--- config.mk ---
export PLATFORM = sky130hd
export DESIGN_NAME = mx_page_mmu_flat
export DESIGN_NICKNAME = d
export VERILOG_FILES = /design/src/rtl/mx_page_mmu_if.sv /design/src/rtl/mx_page_mmu.sv /design/src/flat_wrapper.sv
export SDC_FILE = /design/constraint.sdc
export NUM_CORES = 1
export LEC_CHECK = 0
export CORE_MARGIN = 5
export CORE_UTILIZATION = 40
export DETAILED_ROUTE_END_ITERATION = 12
export PLACE_DENSITY_LB_ADDON = 0.08
export RECOVER_POWER = 100
export SYNTH_ARGS = -nofsm -noshare
export SYNTH_HDL_FRONTEND = slang
export SYNTH_SLANG_ARGS = --single-unit
--- constraint.sdc ---
create_clock -name clk_sys -period 1.7 [get_ports clk_sys]
set_clock_uncertainty 0.05 [all_clocks]
set_input_delay 0.255 -clock clk_sys [delete_from_list [all_inputs] [get_ports clk_sys]]
set_output_delay 0.255 -clock clk_sys [all_outputs]
set_load 0.005 [all_outputs]
--- src/rtl/mx_page_mmu_if.sv ---
`default_nettype none
// ============================================================================
// Module   : mx_page_mmu_if
// Purpose  : CPU-side bus bundle between the core address/strobe path and the
//            paging MMU.
// Signals  : addr, cpu_rd, cpu_wr_n, din, io_sel, force_flat (CPU -> MMU)
//            dout, phys_addr, mem_we, boot, map_en, wp_hit  (MMU -> CPU/SDRAM)
// Modports : master = CPU/top-level side, slave = MMU side
// Revision : 1.0 - initial release
// ============================================================================
interface mx_page_mmu_if #(
  parameter int ADDR_W = 16,
  parameter int PHYS_W = 18
);
  logic [ADDR_W-1:0] addr;
  logic              cpu_rd;
  logic              cpu_wr_n;
  logic [7:0]        din;
  logic              io_sel;
  logic              force_flat;
  logic [7:0]        dout;
  logic [PHYS_W-1:0] phys_addr;
  logic              mem_we;
  logic              boot;
  logic              map_en;
  logic              wp_hit;

  modport master (
    output addr, cpu_rd, cpu_wr_n, din, io_sel, force_flat,
    input  dout, phys_addr, mem_we, boot, map_en, wp_hit
  );

  modport slave (
    input  addr, cpu_rd, cpu_wr_n, din, io_sel, force_flat,
    output dout, phys_addr, mem_we, boot, map_en, wp_hit
  );
endinterface
`default_nettype wire

--- src/rtl/mx_page_mmu.sv ---
`default_nettype none
// ============================================================================
// Module   : mx_page_mmu
// Purpose  : Paging MMU for Specialist-family cores. Splits the CPU address
//            space into 2^WIN_BITS windows, each mapped to a PAGE_W-bit page.
//            A BOOT state aliases BOOT_PAGE into every window (read-only)
//            until the first CPU access at or above BOOT_EXIT; force_flat
//            jumps to RUN with mapping disabled (identity map).
// Ports    : clk_sys  - system clock, all state on posedge
//            reset_n  - asynchronous active-low reset
//            bus      - mx_page_mmu_if.slave: CPU address/strobes, register
//                       data in/out, translated address, gated write enable,
//                       boot / map_en status and wp_hit pulse
// Options  : MX_PAGE_MMU_WPROT_EN - per-window write protect bit (din[7] of
//            a map write); blocks memory writes and pulses wp_hit.
// Revision : 1.0 - initial release
// ============================================================================
module mx_page_mmu #(
  parameter int              ADDR_W    = 16,
  parameter int              WIN_BITS  = 2,
  parameter int              PAGE_W    = 4,
  parameter int              BOOT_PAGE = 1,
  parameter logic [ADDR_W-1:0] BOOT_EXIT = ADDR_W'(16'h8000)
) (
  input  wire logic          clk_sys,
  input  wire logic          reset_n,
  mx_page_mmu_if.slave       bus
);

  localparam int OFF_W = ADDR_W - WIN_BITS;
  localparam int NWIN  = 1 << WIN_BITS;

  typedef enum logic [0:0] {
    ST_BOOT = 1'b0,
    ST_RUN  = 1'b1
  } state_t;

  state_t              r_state;
  state_t              w_state_nxt;
  logic [PAGE_W-1:0]   r_map [NWIN];
  logic                r_map_en;
  logic                r_old_wr;

  logic [WIN_BITS-1:0] w_win;
  logic [OFF_W-1:0]    w_off;
  logic [WIN_BITS:0]   w_ridx;
  logic [WIN_BITS-1:0] w_rwin;
  logic                w_is_ctl;
  logic                w_wr_fall;
  logic                w_commit;
  logic                w_map_wr;
  logic                w_ctl_wr;
  logic                w_exit;
  logic [PAGE_W-1:0]   w_page;
  logic [7:0]          w_dout;
  logic                w_wp_block;
  logic                w_rd_wp;
  logic                w_wp_hit;
  logic                w_unused_din;

  assign w_win    = bus.addr[ADDR_W-1 -: WIN_BITS];
  assign w_off    = bus.addr[OFF_W-1:0];
  assign w_ridx   = bus.addr[WIN_BITS:0];
  assign w_rwin   = w_ridx[WIN_BITS-1:0];
  assign w_is_ctl = w_ridx[WIN_BITS];

  // Register writes commit once per strobe: only on the high->low transition
  // of cpu_wr_n, however long the strobe is held.
  assign w_wr_fall = r_old_wr & ~bus.cpu_wr_n;
  assign w_commit  = w_wr_fall & bus.io_sel;
  assign w_map_wr  = w_commit & ~w_is_ctl;
  assign w_ctl_wr  = w_commit & w_is_ctl;

  // Any real memory access (not a register access) at or above BOOT_EXIT.
  assign w_exit = (bus.cpu_rd | ~bus.cpu_wr_n) & ~bus.io_sel & (bus.addr >= BOOT_EXIT);

  // Only parts of din are consumed depending on PAGE_W and the build option.
  assign w_unused_din = ^bus.din;

  // --------------------------------------------------------------------------
  // State machine
  // --------------------------------------------------------------------------
  always_ff @(posedge clk_sys or negedge reset_n) begin
    if (!reset_n) begin
      r_state <= ST_BOOT;
    end else begin
      r_state <= w_state_nxt;
    end
  end

  always_comb begin
    w_state_nxt = r_state;
    if (bus.force_flat) begin
      w_state_nxt = ST_RUN;
    end else begin
      case (r_state)
        ST_BOOT: if (w_exit) w_state_nxt = ST_RUN;
        ST_RUN:  w_state_nxt = ST_RUN;
        default: w_state_nxt = ST_BOOT;
      endcase
    end
  end

  // --------------------------------------------------------------------------
  // Strobe history, mapping and control registers
  // --------------------------------------------------------------------------
  always_ff @(posedge clk_sys or negedge reset_n) begin
    if (!reset_n) begin
      r_old_wr <= 1'b1;
    end else begin
      r_old_wr <= bus.cpu_wr_n;
    end
  end

  always_ff @(posedge clk_sys or negedge reset_n) begin
    if (!reset_n) begin
      for (int i = 0; i < NWIN; i++) begin
        r_map[i] <= PAGE_W'(i);
      end
    end else if (w_map_wr) begin
      r_map[w_rwin] <= bus.din[PAGE_W-1:0];
    end
  end

  // force_flat wins over a same-cycle control write.
  always_ff @(posedge clk_sys or negedge reset_n) begin
    if (!reset_n) begin
      r_map_en <= 1'b0;
    end else if (bus.force_flat) begin
      r_map_en <= 1'b0;
    end else if (w_ctl_wr) begin
      r_map_en <= bus.din[0];
    end
  end

  // --------------------------------------------------------------------------
  // Optional write protect
  // --------------------------------------------------------------------------
`ifdef MX_PAGE_MMU_WPROT_EN
  logic [NWIN-1:0] r_wp;
  logic            r_wp_hit;

  always_ff @(posedge clk_sys or negedge reset_n) begin
    if (!reset_n) begin
      r_wp <= '0;
    end else if (w_map_wr) begin
      r_wp[w_rwin] <= bus.din[7];
    end
  end

  // Protection only matters while the map is actually in use.
  assign w_wp_block = (r_state == ST_RUN) & r_map_en & r_wp[w_win];
  assign w_rd_wp    = r_wp[w_rwin];

  always_ff @(posedge clk_sys or negedge reset_n) begin
    if (!reset_n) begin
      r_wp_hit <= 1'b0;
    end else begin
      r_wp_hit <= w_wr_fall & ~bus.io_sel & w_wp_block;
    end
  end

  assign w_wp_hit = r_wp_hit;
`else
  assign w_wp_block = 1'b0;
  assign w_rd_wp    = 1'b0;
  assign w_wp_hit   = 1'b0;
`endif

  // --------------------------------------------------------------------------
  // Translation (combinational, zero latency)
  // --------------------------------------------------------------------------
  always_comb begin
    w_page = PAGE_W'(BOOT_PAGE);
    if (r_state == ST_RUN) begin
      if (r_map_en) begin
        w_page = r_map[w_win];
      end else begin
        w_page = PAGE_W'(w_win);
      end
    end
  end

  // --------------------------------------------------------------------------
  // Register readback
  // --------------------------------------------------------------------------
  always_comb begin
    w_dout = 8'hFF;
    if (bus.io_sel) begin
      if (w_is_ctl) begin
        w_dout = {7'b0, r_map_en};
      end else begin
        w_dout    = 8'(r_map[w_rwin]);
        w_dout[7] = w_rd_wp;
      end
    end
  end

  assign bus.phys_addr = {w_page, w_off};
  assign bus.mem_we    = ~bus.cpu_wr_n & ~bus.io_sel & (r_state == ST_RUN) & ~w_wp_block;
  assign bus.boot      = (r_state == ST_BOOT);
  assign bus.map_en    = r_map_en;
  assign bus.dout      = w_dout;
  assign bus.wp_hit    = w_wp_hit;

endmodule
`default_nettype wire

--- src/flat_wrapper.sv ---
// flat-port wrapper written by rule: the top's interface ports become plain ports
module mx_page_mmu_flat 
#(
  parameter int              ADDR_W    = 16,
  parameter int              WIN_BITS  = 2,
  parameter int              PAGE_W    = 4,
  parameter int              BOOT_PAGE = 1,
  parameter logic [ADDR_W-1:0] BOOT_EXIT = ADDR_W'(16'h8000)
)
  (clk_sys, reset_n, bus_addr, bus_cpu_rd, bus_cpu_wr_n, bus_din, bus_io_sel, bus_force_flat, bus_dout, bus_phys_addr, bus_mem_we, bus_boot, bus_map_en, bus_wp_hit);
  mx_page_mmu_if #(.ADDR_W(ADDR_W), .PHYS_W(18)) bus_i ();
  input  wire logic clk_sys;
  input  wire logic reset_n;
  input wire logic [$bits(bus_i.addr)-1:0] bus_addr;
  input wire logic [$bits(bus_i.cpu_rd)-1:0] bus_cpu_rd;
  input wire logic [$bits(bus_i.cpu_wr_n)-1:0] bus_cpu_wr_n;
  input wire logic [$bits(bus_i.din)-1:0] bus_din;
  input wire logic [$bits(bus_i.io_sel)-1:0] bus_io_sel;
  input wire logic [$bits(bus_i.force_flat)-1:0] bus_force_flat;
  output wire logic [$bits(bus_i.dout)-1:0] bus_dout;
  output wire logic [$bits(bus_i.phys_addr)-1:0] bus_phys_addr;
  output wire logic [$bits(bus_i.mem_we)-1:0] bus_mem_we;
  output wire logic [$bits(bus_i.boot)-1:0] bus_boot;
  output wire logic [$bits(bus_i.map_en)-1:0] bus_map_en;
  output wire logic [$bits(bus_i.wp_hit)-1:0] bus_wp_hit;
  assign bus_i.addr = bus_addr;
  assign bus_i.cpu_rd = bus_cpu_rd;
  assign bus_i.cpu_wr_n = bus_cpu_wr_n;
  assign bus_i.din = bus_din;
  assign bus_i.io_sel = bus_io_sel;
  assign bus_i.force_flat = bus_force_flat;
  assign bus_dout = bus_i.dout;
  assign bus_phys_addr = bus_i.phys_addr;
  assign bus_mem_we = bus_i.mem_we;
  assign bus_boot = bus_i.boot;
  assign bus_map_en = bus_i.map_en;
  assign bus_wp_hit = bus_i.wp_hit;
  mx_page_mmu #(.ADDR_W(ADDR_W), .WIN_BITS(WIN_BITS), .PAGE_W(PAGE_W), .BOOT_PAGE(BOOT_PAGE), .BOOT_EXIT(BOOT_EXIT)) u_core (.clk_sys(clk_sys), .reset_n(reset_n), .bus(bus_i));
endmodule
# After elaboration in Yosys (flattened, before gate mapping)

Cells that the tools add are included.

Magnitude comparators: 4
Multiplexer cells: 18
Bitwise logic cells: 15
Reduce and logical (&&, ||, !) cells: 2

Operator list:

| kind                                                                         | number |
|---|---|
| 4-bit 2-to-1 mux                                                             | 8 |
| 4-bit binary-select mux with 2-bit select                                    | 2 |
| 16-bit bitwise mux                                                           | 1 |
| 16-bit greater-or-equal comparator, second input constant                    | 1 |
| 1-bit AND                                                                    | 8 |
| 4-bit demux with 2-bit select                                                | 1 |
| 8-bit 2-to-1 mux                                                             | 1 |
| 3-bit greater-or-equal comparator, second input constant                     | 2 |
| 2-bit NOT with 3-bit output                                                  | 2 |
| 1-bit 2-to-1 mux                                                             | 4 |
| 1-bit NOT                                                                    | 4 |
| 3-bit by 1-bit less-than comparator with 1-bit output, second input constant | 1 |
| 1-bit one-hot mux with 2 select lines                                        | 1 |
| 2-bit nonzero test                                                           | 1 |
| 1-bit logical AND                                                            | 1 |
| 1-bit bitwise OR                                                             | 1 |

Register bits after elaboration: 19
Bits of input ports: 30
Output and inout bits: 30
Word-level logic and storage cells: 46

# Logic depth before layout (Yosys ltp)

Depth in word-level cells: 7
Gate-level depth with buffers: 4
Mapped depth without buffers: 3

# Worst setup path after synthesis

Ideal clock, no wire load.

Path type: register to register
Start point: register u_core.r_old_wr
End point: register u_core.r_map[3] (netlist bit)
Arrival: 1276 ps
Slack: 249 ps
Stages on the path, launching flop included: 4
Cells stage by stage: dfstp_2 nand4b_4 nor3b_4 mux2_2

Longest elaborated chain between the ends: 3

Ends and longest elaborated chain:

| element                        | line               | text |
|---|---|---|
| start: declaration             | mx_page_mmu.sv:42  | `logic r_old_wr;` |
| start signal: assignment       | mx_page_mmu.sv:111 | `r_old_wr <= bus.cpu_wr_n;` |
| 1-bit AND                      | mx_page_mmu.sv:69  | `assign w_wr_fall = r_old_wr & ~bus.cpu_wr_n;` |
| 1-bit AND                      | mx_page_mmu.sv:70  | `assign w_commit = w_wr_fall & bus.io_sel;` |
| 1-bit AND                      | mx_page_mmu.sv:71  | `assign w_map_wr = w_commit & ~w_is_ctl;` |
| end signal: indexed assignment | mx_page_mmu.sv:118 | `r_map[i] <= PAGE_W'(i);` |
| end signal: indexed assignment | mx_page_mmu.sv:121 | `r_map[w_rwin] <= bus.din[PAGE_W-1:0];` |
| end: declaration               | mx_page_mmu.sv:40  | `logic [PAGE_W-1:0] r_map [NWIN];` |

No other way between the ends.
A chain may end at the register's enable or synchronous reset.

# Worst setup path after layout

Start point: register u_core.r_map[3] (netlist bit)
End point: output port bus_dout[3]

Longest elaborated chain between the ends: 5

Ends and longest elaborated chain:

| element                                             | line               | text |
|---|---|---|
| 4-bit binary-select mux with 2-bit select           | mx_page_mmu.sv:193 | `w_dout = 8'(r_map[w_rwin]);` |
| 4-bit 2-to-1 mux (not written as such) (2 in a row) | mx_page_mmu.sv:193 |  |
| 4-bit 2-to-1 mux                                    | mx_page_mmu.sv:190 | `if (w_is_ctl) begin` |
| 8-bit 2-to-1 mux                                    | mx_page_mmu.sv:189 | `if (bus.io_sel) begin` |
| end: declaration                                    | flat_wrapper.sv:20 | `output wire logic [$bits(bus_i.dout)-1:0] bus_dout;` |

No other way between the ends. The select of a mux whose other input is x is not followed.

==> out/metrics.yaml <==
status: "finished with violations"
violations: "negative setup slack"
die_w_um: 65.7
rsz0062_at_grt: "true"
grt_pass1_vias: 983
fmax_mhz: 543
max-cap-violations: 0
cts_hold_buf: 0
slew_headroom_pct: 30.9
rr_startpoint: "u_core.r_old_wr$_DFF_PN1_"
worst_slack_ns: -0.143
grt_max_degree: 20
drc_errors: 0
preCtsSetupSlack_ns: -0.627
dp_hpwl_um: 2390
utilization_pct: 54.9
crit_start: "u_core.r_map[3]$_DFFE_PN0P_"
pwr-share-seq_pct: 48.5
synthToLayoutAreaGrowth_pct: 32.9
seq_area_frac_synth_pct: 38.8
cp_data_arrival_time_ns: 1.54
powerDensity_mw_per_mm2: 742
irDropWorstVdd_mv: 0.519
synth_commonest_cells: "22 x mux2_2, 18 x buf_4, 14 x dfrtp_1, 5 x dfstp_2, 5 x mux2i_1"
required_ns: 1.39
cts_tree: "built"
r2r-end: "u_core.r_map[3]$_DFFE_PN0P_"
gr-usage-all-layers_pct: 15.4
p_clk_share_pct: 18.8
synth_area_mm2: 0.00124
switching_power_uw: 321
vias: 890
synth_cell_types: 28
antenna_found_initial: 0
synth.most_common_cell: "mux2_2"
power_mw: 1.22
hold_violations: 0
cts_max_level: 1
syn_area_per_cell_um2: 12.4
synth_edf_count: 0
regArea_um2: 482
p_int_uw: 902
fin_nets: 170
worstSetupStartpointType: "flip-flop"
core_mm2: 0.00300
synthFlopType: "dfrtp_1"
clockRootBuffer: "clkbuf_4"
n_fill_cell: 290
hp-class: "in2reg"
fp.dieArea_mm2: 0.00432
synth_largest_area_cell: "dfrtp_1"
fin_crit_ns: 1.84
drtPass1Iterations: 2
swShare_pct: 26.3
synthArstFlopShare_pct: 100
setup_viol: 11
antenna_left: 0
cts_buffer_depth: 2
wl_per_cell_um: 17.5
ioPinCount: 60
drive_gt1_share_pct: 52.5
antennaDiodeCount: 0
grt_overflow_total: 0
fin_cells: 172
yosysWarningCount: 0
ys_top_cells_by_area: "dfrtp_1 28%, mux2_2 20%, buf_4 11%"
multiInputGateArea_um2: 613
path_class: "reg2out"
slew_viol_final: 0
cts_num_sinks: 19
drt_iter0_drc: 29
grt_first_pass_wirelength_um: 4980
yosysTopAreaCellShare_pct: 28.2
critPathMaxFanout: 2
numCtsBuffers: 3
clkTransAtPathRegs_ns: 0.11
worst_pin_slew_ns: 1.04
p_leak_nw: 0.775
floorplan.rows: 20
whs_ns: 0.353
clock_latency_ns: 0.29
p_comb_share_pct: 32.7
regToRegSetupSlack_ns: 0.07
initial_core_util_pct: 41.3
gp_congestion: 0.760
r2r_cells: 3
syn_nets: 130
die_h_um: 65.7
placedCellCount: 158
fin_crit_sh_pct: 108
io_buffer_count: 32
vias_per_cell: 5.17
ys_ff_latch: 19
critPathCapture: "bus_dout[3]"
synthCells: 100
wirelength_um: 3010
crit_path_end_kind: "output pin"
-- metal layers --
layer | GRT usage, % | up-vias | part of all wire, %
met5 | 0 | - | 0
met4 | 4.15 | 0 | 0.90
met3 | 4.62 | 4 | 6.7
met2 | 25.9 | 27 | 50
met1 | 19.1 | 439 | 42
li1 | - | 420 | -
-- how the worst min path moves through the flow --
stage | start | endpoint | slack (ns) | cells past startpoint
2_1_floorplan | reset_n | u_core.bus.map_en$_DFFE_PN0P_ | -0.09 | 0
3_3_place_gp | u_core.r_state$_DFF_PN0_ | u_core.r_state$_DFF_PN0_ | 0.44 | 1
3_5_place_dp | u_core.r_state$_DFF_PN0_ | u_core.r_state$_DFF_PN0_ | 0.45 | 1
4_1_cts | reset_n | u_core.r_map[7]$_DFFE_PN0P_ | 0.23 | 2
5_1_grt | bus_io_sel | u_core.r_state$_DFF_PN0_ | 0.37 | 3
6_report | bus_io_sel | u_core.r_state$_DFF_PN0_ | 0.35 | 3
-- through the flow --
stage | TNS, ns | instance area (um2)
after floorplan | 0 | 1240
after global placement | -9.34 | 1550
after detailed placement | -9.27 | 1550
after CTS | -0.693 | 1660
after global routing | -1.40 | 1650
final | -0.610 | 1650
-- layout by cell type, fill, tap and decap left out, types with 3 or more instances in the layout --
master           instances
buf_4                   12
dfrtp_1                 14
buf_6                    8
dfstp_2                  5
dlygate4sd3_1            6
a221o_1                  3
dlygate4sd2_1            4
mux2_2                  20
clkbuf_1                 4
buf_2                    7
clkdlybuf4s50_1         10
clkbuf_4                 3
mux2i_1                  5
mux4_2                   3
-- area by class of cell --
type	count	share of cell area, %
tap	33	2.50
timing repair buffer	56	28.9
multi-input combinational	58	37.2
clock buffer	4	1.59
inverter	2	0.607
sequential	19	29.2
-- worst max-delay path: stages, from the launching register on --
cell     delay, ns
dfrtp_1       0.40
buf_4         0.14
mux2_4        0.25
a221o_1       0.32
buf_2         0.13
-- power groups by stage --
| stage | clock network (mW) | logic (mW) | registers (mW) |
|---|---|---|---|
| after CTS | 0.237 | 0.409 | 0.594 |
| final | 0.230 | 0.400 | 0.594 |
| after global placement | 0 | 0.331 | 0.604 |
| after detailed placement | 0 | 0.339 | 0.606 |
| after global routing | 0.257 | 0.433 | 0.603 |
| after floorplan | 0 | 0.217 | 0.584 |
-- timing repair --
| action | CTS | global route |
|---|---|---|
| gates resized for setup | 48 | 11 |
| buffers inserted | 10 | 0 |
| pin swaps | 5 | 3 |
| setup endpoints to repair | 20 | 16 |
| gates cloned | 0 | 0 |
-- kinds of logic (layout without fill, tap and decap cells) --
kind of cell           count (synthesis)  count (layout)  share of synthesized area, %
AO/OA/AOI/OAI                          8               8                          5.24
buffers and inverters                 23              62                          13.2
flip-flops                            19              19                          38.8
multiplexers                          31              31                          30.3
other                                  1               1                         0.302
AND/OR/NAND/NOR                       18              18                          12.1
-- flip-flops by register name, summed over array words and instances (netlist names) --
register           count
u_core.r_map          16
u_core.bus.map_en      1
u_core.r_state         1
u_core.r_old_wr        1
Power figures use the tool's default switching activity.
